File: src/rtl/sec_abort_sequencer.sv
// Abort sequencer between the security monitor and the ROB: queues tainted-branch
// alerts from two units and issues them one at a time, with a hold-off after each accept.
//
// state | meaning
// IDLE  | nothing presented; waits for a queued entry
// ISSUE | head entry presented to the ROB, waiting for ready
// HOLD  | rollback settling window after an accepted abort
module sec_abort_sequencer #(
  parameter int ROB_IDX_W      = 6,
  parameter int FIFO_DEPTH     = 4,
  parameter int HOLDOFF_CYCLES = 2,
  parameter int CNT_W          = 16
) (
  input  logic                 clock,
  input  logic                 reset,
  input  logic                 io_alert_valid_0,
  input  logic [ROB_IDX_W-1:0] io_alert_rob_idx_0,
  input  logic [ROB_IDX_W-1:0] io_alert_yrot_0,
  input  logic                 io_alert_valid_1,
  input  logic [ROB_IDX_W-1:0] io_alert_rob_idx_1,
  input  logic [ROB_IDX_W-1:0] io_alert_yrot_1,
  input  logic                 io_flush,
  output logic                 io_abort_valid,
  input  logic                 io_abort_ready,
  output logic [ROB_IDX_W-1:0] io_abort_rob_idx,
  output logic [ROB_IDX_W-1:0] io_abort_yrot,
  output logic                 io_busy,
  output logic                 io_overflow,
  output logic [CNT_W-1:0]     io_alert_count
);

  localparam int PTR_W  = $clog2(FIFO_DEPTH);
  localparam int OCC_W  = PTR_W + 1;
  localparam int HOLD_W = $clog2(HOLDOFF_CYCLES + 1);
  localparam logic [OCC_W-1:0] DEPTH_L = OCC_W'(FIFO_DEPTH);

  localparam logic [1:0] ST_IDLE  = 2'd0;
  localparam logic [1:0] ST_ISSUE = 2'd1;
  localparam logic [1:0] ST_HOLD  = 2'd2;

  logic [ROB_IDX_W-1:0] q_rob  [FIFO_DEPTH];
  logic [ROB_IDX_W-1:0] q_yrot [FIFO_DEPTH];

  logic [OCC_W-1:0]  wr_ptr, rd_ptr, occ, free;
  logic [OCC_W-1:0]  wr_ptr_nxt, rd_ptr_nxt, occ_nxt;
  logic [PTR_W-1:0]  wr_idx0, wr_idx1, rd_idx;
  logic [1:0]        state, state_nxt;
  logic [HOLD_W-1:0] hold_cnt, hold_nxt;
  logic [CNT_W-1:0]  alert_count, count_nxt;
  logic [CNT_W:0]    count_sum;
  logic [1:0]        n_enq;
  logic              overflow;
  logic              deq, req0, req1, en0, en1, drop;

  assign occ    = wr_ptr - rd_ptr;
  assign rd_idx = rd_ptr[PTR_W-1:0];
  assign deq    = (state == ST_ISSUE) && io_abort_ready;

  // A slot freed by this cycle's dequeue is usable by this cycle's alerts.
  assign free = DEPTH_L - occ + OCC_W'(deq);

  // Same ROB index on both units is a single abort; unit 0 carries it.
  assign req0 = io_alert_valid_0;
  assign req1 = io_alert_valid_1 &&
                !(io_alert_valid_0 && (io_alert_rob_idx_0 == io_alert_rob_idx_1));

  assign en0  = !io_flush && req0 && (free != '0);
  assign en1  = !io_flush && req1 && (free > OCC_W'(req0));
  assign drop = !io_flush && ((req0 && !en0) || (req1 && !en1));

  assign n_enq   = {1'b0, en0} + {1'b0, en1};
  assign wr_idx0 = wr_ptr[PTR_W-1:0];
  assign wr_idx1 = wr_idx0 + PTR_W'(en0);

  assign wr_ptr_nxt = wr_ptr + OCC_W'(n_enq);
  assign rd_ptr_nxt = rd_ptr + OCC_W'(deq);
  assign occ_nxt    = wr_ptr_nxt - rd_ptr_nxt;

  assign count_sum = {1'b0, alert_count} + (CNT_W+1)'(n_enq);
  assign count_nxt = count_sum[CNT_W] ? '1 : count_sum[CNT_W-1:0];

  always_comb begin
    state_nxt = state;
    hold_nxt  = hold_cnt;
    case (state)
      ST_IDLE: begin
        if (occ != '0) state_nxt = ST_ISSUE;
      end
      ST_ISSUE: begin
        if (deq) begin
          state_nxt = ST_HOLD;
          hold_nxt  = HOLD_W'(HOLDOFF_CYCLES);
        end
      end
      ST_HOLD: begin
        hold_nxt = hold_cnt - HOLD_W'(1);
        if (hold_cnt <= HOLD_W'(1)) begin
          state_nxt = (occ_nxt != '0) ? ST_ISSUE : ST_IDLE;
          hold_nxt  = '0;
        end
      end
      default: begin
        state_nxt = ST_IDLE;
        hold_nxt  = '0;
      end
    endcase
  end

  always_ff @(posedge clock) begin
    if (reset) begin
      wr_ptr      <= '0;
      rd_ptr      <= '0;
      state       <= ST_IDLE;
      hold_cnt    <= '0;
      overflow    <= 1'b0;
      alert_count <= '0;
    end else begin
      alert_count <= count_nxt;
      overflow    <= overflow | drop;
      if (io_flush) begin
        wr_ptr   <= '0;
        rd_ptr   <= '0;
        state    <= ST_IDLE;
        hold_cnt <= '0;
      end else begin
        wr_ptr   <= wr_ptr_nxt;
        rd_ptr   <= rd_ptr_nxt;
        state    <= state_nxt;
        hold_cnt <= hold_nxt;
      end
    end
  end

  // Storage needs no reset: the read side is gated by the valid state.
  always_ff @(posedge clock) begin
    if (en0) begin
      q_rob[wr_idx0]  <= io_alert_rob_idx_0;
      q_yrot[wr_idx0] <= io_alert_yrot_0;
    end
    if (en1) begin
      q_rob[wr_idx1]  <= io_alert_rob_idx_1;
      q_yrot[wr_idx1] <= io_alert_yrot_1;
    end
  end

  assign io_abort_valid   = (state == ST_ISSUE);
  assign io_abort_rob_idx = io_abort_valid ? q_rob[rd_idx]  : '0;
  assign io_abort_yrot    = io_abort_valid ? q_yrot[rd_idx] : '0;
  assign io_busy          = (occ != '0) || (state != ST_IDLE);
  assign io_overflow      = overflow;
  assign io_alert_count   = alert_count;

endmodule

File: config.mk
export PLATFORM = sky130hd
export DESIGN_NAME = sec_abort_sequencer
export DESIGN_NICKNAME = d
export VERILOG_FILES = /design/src/rtl/sec_abort_sequencer.sv
export SDC_FILE = /design/constraint.sdc
export NUM_CORES = 1
export LEC_CHECK = 0
export CAP_MARGIN = 20
export CORE_MARGIN = 1
export CORE_UTILIZATION = 55
export DETAILED_ROUTE_END_ITERATION = 8
export GPL_TIMING_DRIVEN = 0
export PLACE_DENSITY = 0.82
export SLEW_MARGIN = 0
export SYNTH_ARGS = -nofsm -noshare
export SYNTH_HDL_FRONTEND = slang
export SYNTH_SLANG_ARGS = --single-unit
File: constraint.sdc
create_clock -name clock -period 5.2 [get_ports clock]
set_input_delay 1.04 -clock clock [delete_from_list [all_inputs] [get_ports clock]]
set_output_delay 1.04 -clock clock [all_outputs]
set_load 0.005 [all_outputs]
==> impl_metrics.tcl <==
set metrics [dict create \
    rsz0062_at_grt "false" \
    post-route-util_pct 70.3 \
    crit_fanout 10 \
    endpoint_kind "register" \
    avgViaCountPerCell 5.42 \
    final_common_cell "clkdlybuf4s50_1" \
    grt_antenna_before_repair 0 \
    portBuffers 59 \
    required_ps 5480 \
    rows 31 \
    synth_fp_nets 377 \
    endpoint "io_alert_count[3]$_SDFF_PP0_" \
    grt_max_degree 14 \
    reg2regPathDepth 17 \
    ant_nets 0 \
    io-pin-count 61 \
    async_flop_share_pct 0 \
    yosysWarnings 0 \
    dp_hpwl_mm 5.90 \
    routedWlPerCell_um 16.4 \
    synth_xor_area_share_pct 6.08 \
    synth_ff_type "edfxtp_1" \
    yosys.area_share.adder_pct 6.66 \
    synth_enable_flop_cells 48 \
    ctsHoldBuffers 0 \
    fmax_mhz 204 \
    cp-start-kind "primary input" \
    synth-compound-area-share_pct 4.29 \
    drv_cap 0 \
    cts_buffer_depth 2 \
    ys_seq_elements 75 \
    place_congestion 0.732 \
    insertion_delay_ps 360 \
    skew_ps 13.0 \
    die_h_um 90.2 \
    hold_violations 0 \
    seq_area_frac_synth_pct 46.3 \
    r2r_slack_ps 360 \
    cts_tree "built" \
    core-area_um2 7410 \
    first_iter_violations 90 \
    num-nets-final 450 \
    synth_area_per_cell_um2 13.1 \
    holdWs_ps 498 \
    ir_drop_v 0.000153 \
    p_int_w 0.000959 \
    report.final.slew_viol_count 0 \
    drc_errors 0 \
    die_x_um 90.2 \
    switching_power_w 0.000336 \
    finalSetupViolCount 0 \
    initial_core_util_pct 57.8 \
    clkPwrFrac_pct 30.2 \
    worstMarginPinSlew_ps 676 \
    pwr-share-seq_pct 52.0 \
    synth_cells 326 \
    num_antenna_cells 0 \
    clock-sinks 75 \
    grtUsageTotal_pct 21.4 \
    cp.arrival_ps 5190 \
    hold_class "register to register" \
    final_cell_mix "clkdlybuf4s50_1 (59), edfxtp_1 (48), mux2_2 (31)" \
    setup-tns-final_ps 0 \
    ys_types 50 \
    path_class "primary input to register" \
    syn_to_final_growth_pct 21.5 \
    grt_pass1_vias 2694 \
    die-area_um2 8140 \
    timing.final.crit_share_pct 94.4 \
    firstDrtPassIters 4 \
    grt_pass1_wl_mm 13.3 \
    min_period_ps 4910 \
    worstSetupStartpoint "io_abort_ready" \
    detailroute.via_count 2727 \
    slew_headroom_pct 54.6 \
    synth_top_family_by_area "multiplexers" \
    comb_power_share_pct 17.8 \
    wirelength_mm 8.27 \
    r2r_start "rd_ptr[1]$_SDFF_PP0_" \
    h-tree-depth 3 \
    leakagePower_nw 1.87 \
    tritoncts.num_buffers 9 \
    rr_endpoint "io_alert_count[3]$_SDFF_PP0_" \
    p_sw_share_pct 25.9 \
    synth_mux_area_share_pct 21.5 \
    outcome "complete, no violations" \
    cts_root_buf "clkbuf_8" \
    syn-cell-area_um2 4280 \
    grt-ovfl-total 0 \
    p_per_area_nw_per_um2 249 \
    cts.clk_slew.worst_paths_ps 80 \
    synth-simple-area-share_pct 11.0 \
    layout-drive-gt1-share_pct 24.5 \
]
[cell usage after synthesis, types with 4 or more instances]
cell type,count,area [um^2]
a21oi_1,14,70.1
and2_1,13,81.3
clkbuf_1,6,22.5
dfxtp_1,27,541
edfxtp_1,48,1440
ha_1,18,225
inv_1,23,86.3
mux2_2,31,349
mux2_4,18,270
mux4_2,12,270
nand2_1,12,45.0
nand4_1,6,37.5
nor2_1,19,71.3
nor2b_1,4,25.0
xnor2_1,14,123
xor2_1,12,105
[layout make-up]
class	count	area [um^2]
flip-flops and latches	75	1980
plain buffers	12	95.1
inverters	23	86.3
clock inverters	7	43.8
clock buffers	9	124
fillers	520	2200
well taps	99	124
repair buffers	62	624
multi-input cells	216	2130
[flip-flops by register name (all words and copies together), names as in the netlist]
register,count
q_yrot,24
hold_cnt,2
io_alert_count,16
state,2
rd_ptr,3
wr_ptr,3
q_rob,24
io_overflow,1
[per-layer routing]
metal  part of all wire, %  track usage (%)  vias up  wire [um]
li1                      -                -     1339          -
met1                    43             27.1     1303       3590
met2                    49             36.3       76       4070
met3                   6.3             3.89        9        519
met4                   1.1             8.60        0         95
met5                     0                0        -          0
[logic make-up (layout without fill, tap and decap cells)]
logic type,after synthesis,in the layout
fa+ha+maj,21,21
xor+xnor,28,28
flops,75,75
simple gates,75,75
buf+inv,35,113
mux,64,64
compound gates,28,28
[timing repair]
item                                    in CTS  in global routing
endpoints found under the setup margin      10                 10
resized for setup                            1                  1
hold endpoints to repair                     0                  0
buffers inserted                             0                  0
[power by group through the flow]
stage	Combinational (W)	Clock [W]	Sequential, W
global placement	0.000223	0	0.000687
finish	0.000230	0.000391	0.000674
floorplan	0.000145	0	0.000685
global route	0.000251	0.000419	0.000676
detailed placement	0.000230	0	0.000688
CTS	0.000233	0.000396	0.000675
[worst max-delay path: stages]
cell and delay [ps]:
clkdlybuf4s50_1 480, and2_1 160, inv_1 50, ha_1 180
inv_1 50, ha_1 140, xor2_1 230, xnor2_2 150
or3_4 430, and2_2 190, ha_1 290, ha_1 160
inv_1 50, fa_1 460, nor3_2 390, nand3_1 230
clkbuf_1 290, a21oi_1 200
[how the worst min path moves through the flow]
stage | depth (start not counted) | start | to | slack (ps)
detailed placement | 1 | io_alert_count[15]$_SDFF_PP0_ | io_alert_count[15]$_SDFF_PP0_ | 500
CTS | 1 | io_alert_count[15]$_SDFF_PP0_ | io_alert_count[15]$_SDFF_PP0_ | 520
finish | 2 | io_overflow$_SDFF_PP0_ | io_overflow$_SDFF_PP0_ | 500
global route | 1 | io_alert_count[15]$_SDFF_PP0_ | io_alert_count[15]$_SDFF_PP0_ | 560
global placement | 2 | hold_cnt[1]$_SDFFE_PP0P_ | hold_cnt[1]$_SDFFE_PP0P_ | 500
floorplan | 2 | io_overflow$_SDFF_PP0_ | io_overflow$_SDFF_PP0_ | 470
[per-stage QoR]
| step | std cells | power [W] | worst slack (ps) | area (um^2) |
|---|---|---|---|---|
| floorplan | 326 | 0.000831 | 657 | 4280 |
| global placement | 484 | 0.000910 | -250 | 5000 |
| detailed placement | 487 | 0.000919 | -337 | 5030 |
| CTS | 503 | 0.00130 | 23.3 | 5200 |
| global route | 503 | 0.00135 | 21.4 | 5200 |
| finish | 503 | 0.00130 | 290 | 5200 |
Power figures use the tool's default switching activity.
